File: config.mk
export PLATFORM = sky130hd
export DESIGN_NAME = traffic_light_sequencer_flat
export DESIGN_NICKNAME = d
export VERILOG_FILES = /design/src/rtl/traffic_light_sequencer_if.sv /design/src/rtl/traffic_light_sequencer.sv /design/src/flat_wrapper.sv
export SDC_FILE = /design/constraint.sdc
export NUM_CORES = 1
export LEC_CHECK = 0
export ABC_AREA = 1
export BUFFER_PORTS_ARGS = -buffer_cell sky130_fd_sc_hd__buf_2
export CAP_MARGIN = 20
export CORE_AREA = 2 2 39 41
export CTS_BUF_LIST = sky130_fd_sc_hd__clkbuf_16
export CTS_CLUSTER_SIZE = 8
export DETAILED_ROUTE_END_ITERATION = 10
export DIE_AREA = 0 0 41 43
export PLACE_DENSITY = 0.67
export SLEW_MARGIN = 20
export SYNTH_ARGS = -nofsm -noshare
export SYNTH_HDL_FRONTEND = slang
export SYNTH_SLANG_ARGS = --single-unit
File: constraint.sdc
create_clock -name clk -period 2.35 [get_ports clk]
set_clock_uncertainty 0.1 [all_clocks]
set_input_delay 0.1175 -clock clk [delete_from_list [all_inputs] [get_ports clk]]
set_output_delay 0.1175 -clock clk [all_outputs]
set_load 0.005 [all_outputs]
File: src/rtl/traffic_light_sequencer_if.sv
// Timer bus between the intersection sequencer (master) and the down-counting light timer (slave).
// The timer reports only its zero flag back; everything else flows toward it.
interface traffic_light_sequencer_if #(
   parameter int N = 11
);
   logic         cnt_load;
   logic         cnt_en;
   logic         cnt_dir;
   logic [N-1:0] cnt_value;
   logic         cnt_switch;

   modport master (
      output cnt_load,
      output cnt_en,
      output cnt_dir,
      output cnt_value,
      input  cnt_switch
   );

   modport slave (
      input  cnt_load,
      input  cnt_en,
      input  cnt_dir,
      input  cnt_value,
      output cnt_switch
   );
endinterface

File: src/rtl/traffic_light_sequencer.sv
// Intersection controller: steps main/side lamps through MG-MY-AR1-SG-SY-AR2, reloading the
// external down counter on every phase entry; maint forces a flashing-yellow mode.
module traffic_light_sequencer #(
   parameter int N    = 11,
   parameter int T_MG = 600,
   parameter int T_MY = 100,
   parameter int T_AR = 20,
   parameter int T_SG = 300,
   parameter int T_SY = 100,
   parameter int T_FL = 50
) (
   input  logic                       clk,
   input  logic                       rst_n,
   input  logic                       side_req,
   input  logic                       maint,
   traffic_light_sequencer_if.master  tmr,
   output logic [2:0]                 main_light,
   output logic [2:0]                 side_light,
   output logic [2:0]                 phase
);

   typedef enum logic [2:0] {
      S_MG    = 3'd0,
      S_MY    = 3'd1,
      S_AR1   = 3'd2,
      S_SG    = 3'd3,
      S_SY    = 3'd4,
      S_AR2   = 3'd5,
      S_FLASH = 3'd6
   } state_e;

   localparam logic [2:0] LAMP_R   = 3'b100;
   localparam logic [2:0] LAMP_Y   = 3'b010;
   localparam logic [2:0] LAMP_G   = 3'b001;
   localparam logic [2:0] LAMP_OFF = 3'b000;

   // The timer spends one cycle loading and one cycle reporting zero, hence T-2.
   localparam logic [N-1:0] LD_MG = N'(T_MG - 2);
   localparam logic [N-1:0] LD_MY = N'(T_MY - 2);
   localparam logic [N-1:0] LD_AR = N'(T_AR - 2);
   localparam logic [N-1:0] LD_SG = N'(T_SG - 2);
   localparam logic [N-1:0] LD_SY = N'(T_SY - 2);
   localparam logic [N-1:0] LD_FL = N'(T_FL - 2);

   state_e state_q, state_d;
   logic   load_pend_q, load_pend_d;
   logic   flash_on_q, flash_on_d;
   logic   expiry;

   always_ff @(posedge clk) begin
      if (!rst_n) begin
         state_q     <= S_AR2;
         load_pend_q <= 1'b1;
         flash_on_q  <= 1'b0;
      end else begin
         state_q     <= state_d;
         load_pend_q <= load_pend_d;
         flash_on_q  <= flash_on_d;
      end
   end

   // In the load cycle the zero flag still belongs to the previous phase, so it is masked.
   assign expiry = tmr.cnt_switch & ~load_pend_q;

   always_comb begin
      state_d     = state_q;
      load_pend_d = 1'b0;
      flash_on_d  = flash_on_q;

      if (maint && (state_q != S_FLASH)) begin
         state_d     = S_FLASH;
         load_pend_d = 1'b1;
         flash_on_d  = 1'b1;
      end else if (expiry) begin
         unique case (state_q)
            S_MG: begin
               if (side_req) begin
                  state_d     = S_MY;
                  load_pend_d = 1'b1;
               end
            end
            S_MY: begin
               state_d     = S_AR1;
               load_pend_d = 1'b1;
            end
            S_AR1: begin
               state_d     = S_SG;
               load_pend_d = 1'b1;
            end
            S_SG: begin
               state_d     = S_SY;
               load_pend_d = 1'b1;
            end
            S_SY: begin
               state_d     = S_AR2;
               load_pend_d = 1'b1;
            end
            S_AR2: begin
               state_d     = S_MG;
               load_pend_d = 1'b1;
            end
            S_FLASH: begin
               load_pend_d = 1'b1;
               if (maint) begin
                  flash_on_d = ~flash_on_q;
               end else begin
                  state_d    = S_AR2;
                  flash_on_d = 1'b0;
               end
            end
            default: begin
               state_d     = S_AR2;
               load_pend_d = 1'b1;
            end
         endcase
      end
   end

   always_comb begin
      main_light    = LAMP_R;
      side_light    = LAMP_R;
      tmr.cnt_value = '0;

      unique case (state_q)
         S_MG: begin
            main_light = LAMP_G;
            if (load_pend_q) tmr.cnt_value = LD_MG;
         end
         S_MY: begin
            main_light = LAMP_Y;
            if (load_pend_q) tmr.cnt_value = LD_MY;
         end
         S_AR1, S_AR2: begin
            if (load_pend_q) tmr.cnt_value = LD_AR;
         end
         S_SG: begin
            side_light = LAMP_G;
            if (load_pend_q) tmr.cnt_value = LD_SG;
         end
         S_SY: begin
            side_light = LAMP_Y;
            if (load_pend_q) tmr.cnt_value = LD_SY;
         end
         S_FLASH: begin
            main_light = flash_on_q ? LAMP_Y : LAMP_OFF;
            side_light = flash_on_q ? LAMP_Y : LAMP_OFF;
            if (load_pend_q) tmr.cnt_value = LD_FL;
         end
         default: begin
            main_light = LAMP_R;
            side_light = LAMP_R;
         end
      endcase
   end

   // Enable drops at zero so the timer parks there instead of wrapping.
   assign tmr.cnt_load = load_pend_q;
   assign tmr.cnt_en   = ~load_pend_q & ~tmr.cnt_switch;
   assign tmr.cnt_dir  = 1'b1;
   assign phase        = state_q;

endmodule

File: src/flat_wrapper.sv
// flat-port wrapper written by rule: the top's interface ports become plain ports
module traffic_light_sequencer_flat 
#(
   parameter int N    = 11,
   parameter int T_MG = 600,
   parameter int T_MY = 100,
   parameter int T_AR = 20,
   parameter int T_SG = 300,
   parameter int T_SY = 100,
   parameter int T_FL = 50
)
  (clk, rst_n, side_req, maint, main_light, side_light, phase, tmr_cnt_load, tmr_cnt_en, tmr_cnt_dir, tmr_cnt_value, tmr_cnt_switch);
  traffic_light_sequencer_if #(.N(N)) tmr_i ();
  input  logic clk;
  input  logic rst_n;
  input  logic side_req;
  input  logic maint;
  output logic [2:0] main_light;
  output logic [2:0] side_light;
  output logic [2:0] phase;
  output wire logic [$bits(tmr_i.cnt_load)-1:0] tmr_cnt_load;
  output wire logic [$bits(tmr_i.cnt_en)-1:0] tmr_cnt_en;
  output wire logic [$bits(tmr_i.cnt_dir)-1:0] tmr_cnt_dir;
  output wire logic [$bits(tmr_i.cnt_value)-1:0] tmr_cnt_value;
  input wire logic [$bits(tmr_i.cnt_switch)-1:0] tmr_cnt_switch;
  assign tmr_cnt_load = tmr_i.cnt_load;
  assign tmr_cnt_en = tmr_i.cnt_en;
  assign tmr_cnt_dir = tmr_i.cnt_dir;
  assign tmr_cnt_value = tmr_i.cnt_value;
  assign tmr_i.cnt_switch = tmr_cnt_switch;
  traffic_light_sequencer #(.N(N), .T_MG(T_MG), .T_MY(T_MY), .T_AR(T_AR), .T_SG(T_SG), .T_SY(T_SY), .T_FL(T_FL)) u_core (.clk(clk), .rst_n(rst_n), .side_req(side_req), .maint(maint), .tmr(tmr_i), .main_light(main_light), .side_light(side_light), .phase(phase));
endmodule
# --- After elaboration in Yosys (flattened, before gate mapping) ---
# Index checks and enable logic that the tools add are counted.
word_totals:
  reg_bits: 5
  input_bits: 5
  output_inout_bits: 23
  elab_cells: 52
op_classes:
  eq_ne: 11
  mux: 21
  n_bitwise: 6
  reduce_logical: 10
ops:
  columns: ["op", "n"]
  rows:
  - ["$pmux W11 S5", 1]
  - ["$pmux W3 S3", 2]
  - ["$pmux W3 S6", 1]
  - ["$mux W10", 1]
  - ["$eq A3 B3 Y1 const B", 3]
  - ["$mux W9", 1]
  - ["$mux W1", 7]
  - ["$mux W7", 1]
  - ["$eq A3 B2 Y1 const B", 2]
  - ["$mux W2", 3]
  - ["$mux W3", 2]
  - ["$mux W6", 1]
  - ["$ne A3 B2 Y1 const B", 2]
  - ["$reduce_and A3 Y1", 2]
  - ["$reduce_or A2 Y1", 3]
  - ["$mux W5", 1]
  - ["$ne A2 B2 Y1 const B", 2]
  - ["$not A1 Y1", 4]
  - ["$reduce_bool A2 Y1", 2]
  - ["$eq A3 B1 Y1 const B", 1]
  - ["$logic_not A3 Y1", 1]
  - ["$ne A3 B3 Y1 const B", 1]
  - ["$and A1 B1 Y1", 2]
  - ["$reduce_and A2 Y1", 1]
  - ["$logic_and A1 B1 Y1", 1]

# --- Logic depth before layout (Yosys ltp) ---
logic_depth:
  word_depth: 5
  depth_mapped: 8
  depth_no_buf: 7

# --- Worst setup path before layout ---
# Ideal clock, no wire load.
synth_timing:
  kind: "flip-flop to output port"
  start: "register u_core.state_q[0] (netlist: u_core.phase[0])"
  end: "output port tmr_cnt_value[8]"
  arrival_time_ns: 0.992
  required_time_ns: 2.132
  setup_slack_ns: 1.141
  path_stages_with_launch: 4
  path_buffers: 1
  path_cell_list: "dfxtp_1 nand2_1 nor3_1 buf_4"
synth_between:
  elab_chain_len: 3
  elab_cells_between_ends: 10
  classes_between: "eq/ne (6); mux (1); reduce/logical (3)"
synth_lines:
  columns: ["item", "line", "text"]
  rows:
  - ["from (decl)", "traffic_light_sequencer.sv:45", "state_e state_q, state_d;"]
  - ["from (signal assigned)", "traffic_light_sequencer.sv:56", "state_q <= state_d;"]
  - ["$eq A3 B1 Y1 (tied with other cells)", "traffic_light_sequencer.sv:124", "unique case (state_q)"]
  - ["$reduce_or A2 Y1, on equally long branches", null, null]
  - ["$pmux W11 S5 *", "traffic_light_sequencer.sv:124", null]
  - ["to (decl)", "flat_wrapper.sv:24", "output wire logic [$bits(tmr_i.cnt_value)-1:0] tmr_cnt_value;"]
# Every way passes the cells marked *; elsewhere a longest branch is shown, timed or not.

==> results.md <==
- Clk slew on worst S/H paths: 30 ps
- Min-Delay Path Depth: 2
- Post-Route Utilization: 0.433
- Cell count after synthesis: 68
- 1st-iter DRT viols: 4
- Crit path capture type: output port
- Hold EP: u_core.phase[0]
- Routed vias/inst: 4.42
- Main synth FF type: dfxtp_1
- Adder-cell area share of the yosys netlist: 0
- Comb pwr share: 0.161
- Chip width: 41 um
- Via count: 468
- Cells on worst reg2reg path: 5
- IO buf count: 23
- Setup TNS: 0 ps
- RSZ-0062 raised after global routing: no
- Pwr/cell area: 753 mW/mm2
- Vias in the first global route: 352
- CTS resizes: 0
- Fmax: 0.653 GHz
- Die height: 43 um
- Clk buf depth: 2
- Antenna Nets Post-Route: 0
- Diodes inserted: 0
- DPL Wire Length: 818 um
- Compound-Gate Fraction of Synth Area: 0.193
- Remaining Overflow, GRT: 0
- Warnings from Yosys: 0
- WL final: 1050 um
- Switching power: 0.109 mW
- Netlist cell types: 20
- Async S/R FF share, synth: 0
- Power share of the clock group: 0.615
- Clock sinks: 5
- Worst Hold Class: primary input to flip-flop
- Cells traversed along the worst timing path: nand2_2 > nor2_4 > inv_2 > o21ai_0 > buf_2
- Die Area: 0.00176 mm2
- Status: completed
- Final Hold Fails: 0
- Initial antenna violation count: 0
- CTS tree: built
- Pin count of the biggest net entering global routing: 11
- Max stage delay on crit path: 510 ps
- Hold Buf Count CTS: 0
- Row cnt: 14
- DRC: 0
- Initial Util: 0.314
- Simple-Gate Fraction of Synth Area: 0.305
- Ports: 28
- Largest family of logic cells by synthesized area: simple AND/OR/NAND/NOR gates
- Avg Cell Area, Syn: 6.38 um2
- Core ar.: 0.00138 mm2
- Slew Limit Fails: 0
- H-tree depth: 1
- Min-Delay Startpoint: rst_n
- R2R Setup Slk: 1070 ps
- Synth Cell Area: 434 um2
- Crit path required time: 2130 ps
- Synthesis-stage register bit count: 5
- Max-Cap Viols: 0
- Nets: 96
- Mux cell area share after synthesis: 0
- LEAKAGE: 0.331 nW
- Sw frac: 0.241
- Final Cell Area: 599 um2
- Area Growth Syn to Fin: 38.0%
- First-pass GRT wire length: 1520 um
- CTS Buf Count: 3
- CP Launch Type: flip-flop
- Setup violators final: 0
- Worst vdd ir: 0.382 mV
- GRT Total Usage: 0.136
- Fin crit period: 1530 ps
- Crit Path Class: flip-flop to output port
- Worst-skew pair later-pin latency: 230 ps
- Post-synthesis xor/xnor area fraction: 0.0202
- Post-CTS Setup Bufs: 0
- Post-synth EDFFs: 0
- Final cycle utilization of the critical path: 0.652
- Slowest-stage cell, CP: dfxtp_1
- Worst Path Max Fanout: 10
- CP Data Arrival Time: 1310 ps
- Sequential area share after synthesis: 0.231
- Post-placement cell area: 520 um2
- Share of cells above drive strength 1: 0.411
- Internal power: 0.343 mW
- Clk root buf: clkbuf_16
- Routed length per instance: 9.88 um
- Pre-antenna DRT Iters: 4
- Sequential share of power: 0.224
- RePlAce Congestion: 0.847
[metal layers]
| metal | part of all wire | track usage |
|---|---|---|
| met2 | 0.40 | 0.163 |
| met3 | 0.098 | 0.0628 |
| met4 | 0.026 | 0.100 |
| met5 | 0 | 0 |
| met1 | 0.48 | 0.181 |
[worst max-delay path: cells and delay by family (launching register included)]
family | cells | cell delay, ps
buffers and inverters | 2 | 200
AOI/OAI and AO/OA | 1 | 130
DFF | 1 | 510
and+or+nand+nor | 2 | 260
[synthesized netlist by cell type (2+ instances only)]
cell type	number	area [um2]
conb_1	2	7.51
inv_2	4	15.0
buf_4	6	45.0
o21ai_0	4	20.0
nor2_1	7	26.3
nand3_2	2	20.0
dfxtp_1	5	100
nand2_1	10	37.5
nor3_1	3	15.0
a21oi_2	2	17.5
o211ai_1	2	15.0
a21oi_1	5	25.0
nand3_1	2	10.0
inv_1	8	30.0
[worst max-delay path by stage]
stage | to | slack, ps | cells after the start
2_1_floorplan | tmr_cnt_value[8] | 1140 | 3
3_3_place_gp | main_light[1] | 1070 | 5
3_5_place_dp | main_light[1] | 1050 | 5
4_1_cts | main_light[1] | 810 | 5
5_1_grt | tmr_cnt_value[5] | 700 | 4
6_report | main_light[1] | 820 | 5
[placed cells by master, fill, tap and decap left out, types with 4 or more instances in the layout]
cell,instances
nor2_1,7
buf_2,23
dfxtp_1,5
inv_1,9
nand2_1,10
inv_2,4
a21oi_1,5
conb_1,4
o21ai_0,4
[through the flow]
stage	worst slack (ps)	hold WS, ps	cells	power, mW
2_1_floorplan	1140	116	70	0.151
3_5_place_dp	1050	263	102	0.175
5_1_grt	697	32.1	106	0.475
4_1_cts	806	24.5	106	0.458
6_report	818	21.3	106	0.451
3_3_place_gp	1070	252	102	0.174
[cell families (layout without fill, tap and decap cells)]
kind of cell / after synthesis / count (layout)
other cells: 2 / 4
compound gates: 14 / 14
buf+inv: 19 / 39
simple gates: 27 / 27
flops: 5 / 5
xor+xnor: 1 / 1
[power by group through the flow]
stage | clock, mW | combinational (mW) | sequential, mW
after floorplan | 0 | 0.0505 | 0.101
after global placement | 0 | 0.0722 | 0.102
after detailed placement | 0 | 0.0726 | 0.103
after CTS | 0.284 | 0.0728 | 0.101
after global routing | 0.289 | 0.0834 | 0.102
final | 0.277 | 0.0726 | 0.101
[area by class of cell]
class,instances,area [um2]
multi-input combinational,46,240
tap,16,20.0
fill,142,785
clock buffer,3,75.1
sequential,5,100
clock inverter,1,3.75
inverter,12,45.0
timing repair buffer,23,115
Note: power is estimated with default switching activity, not from simulation.
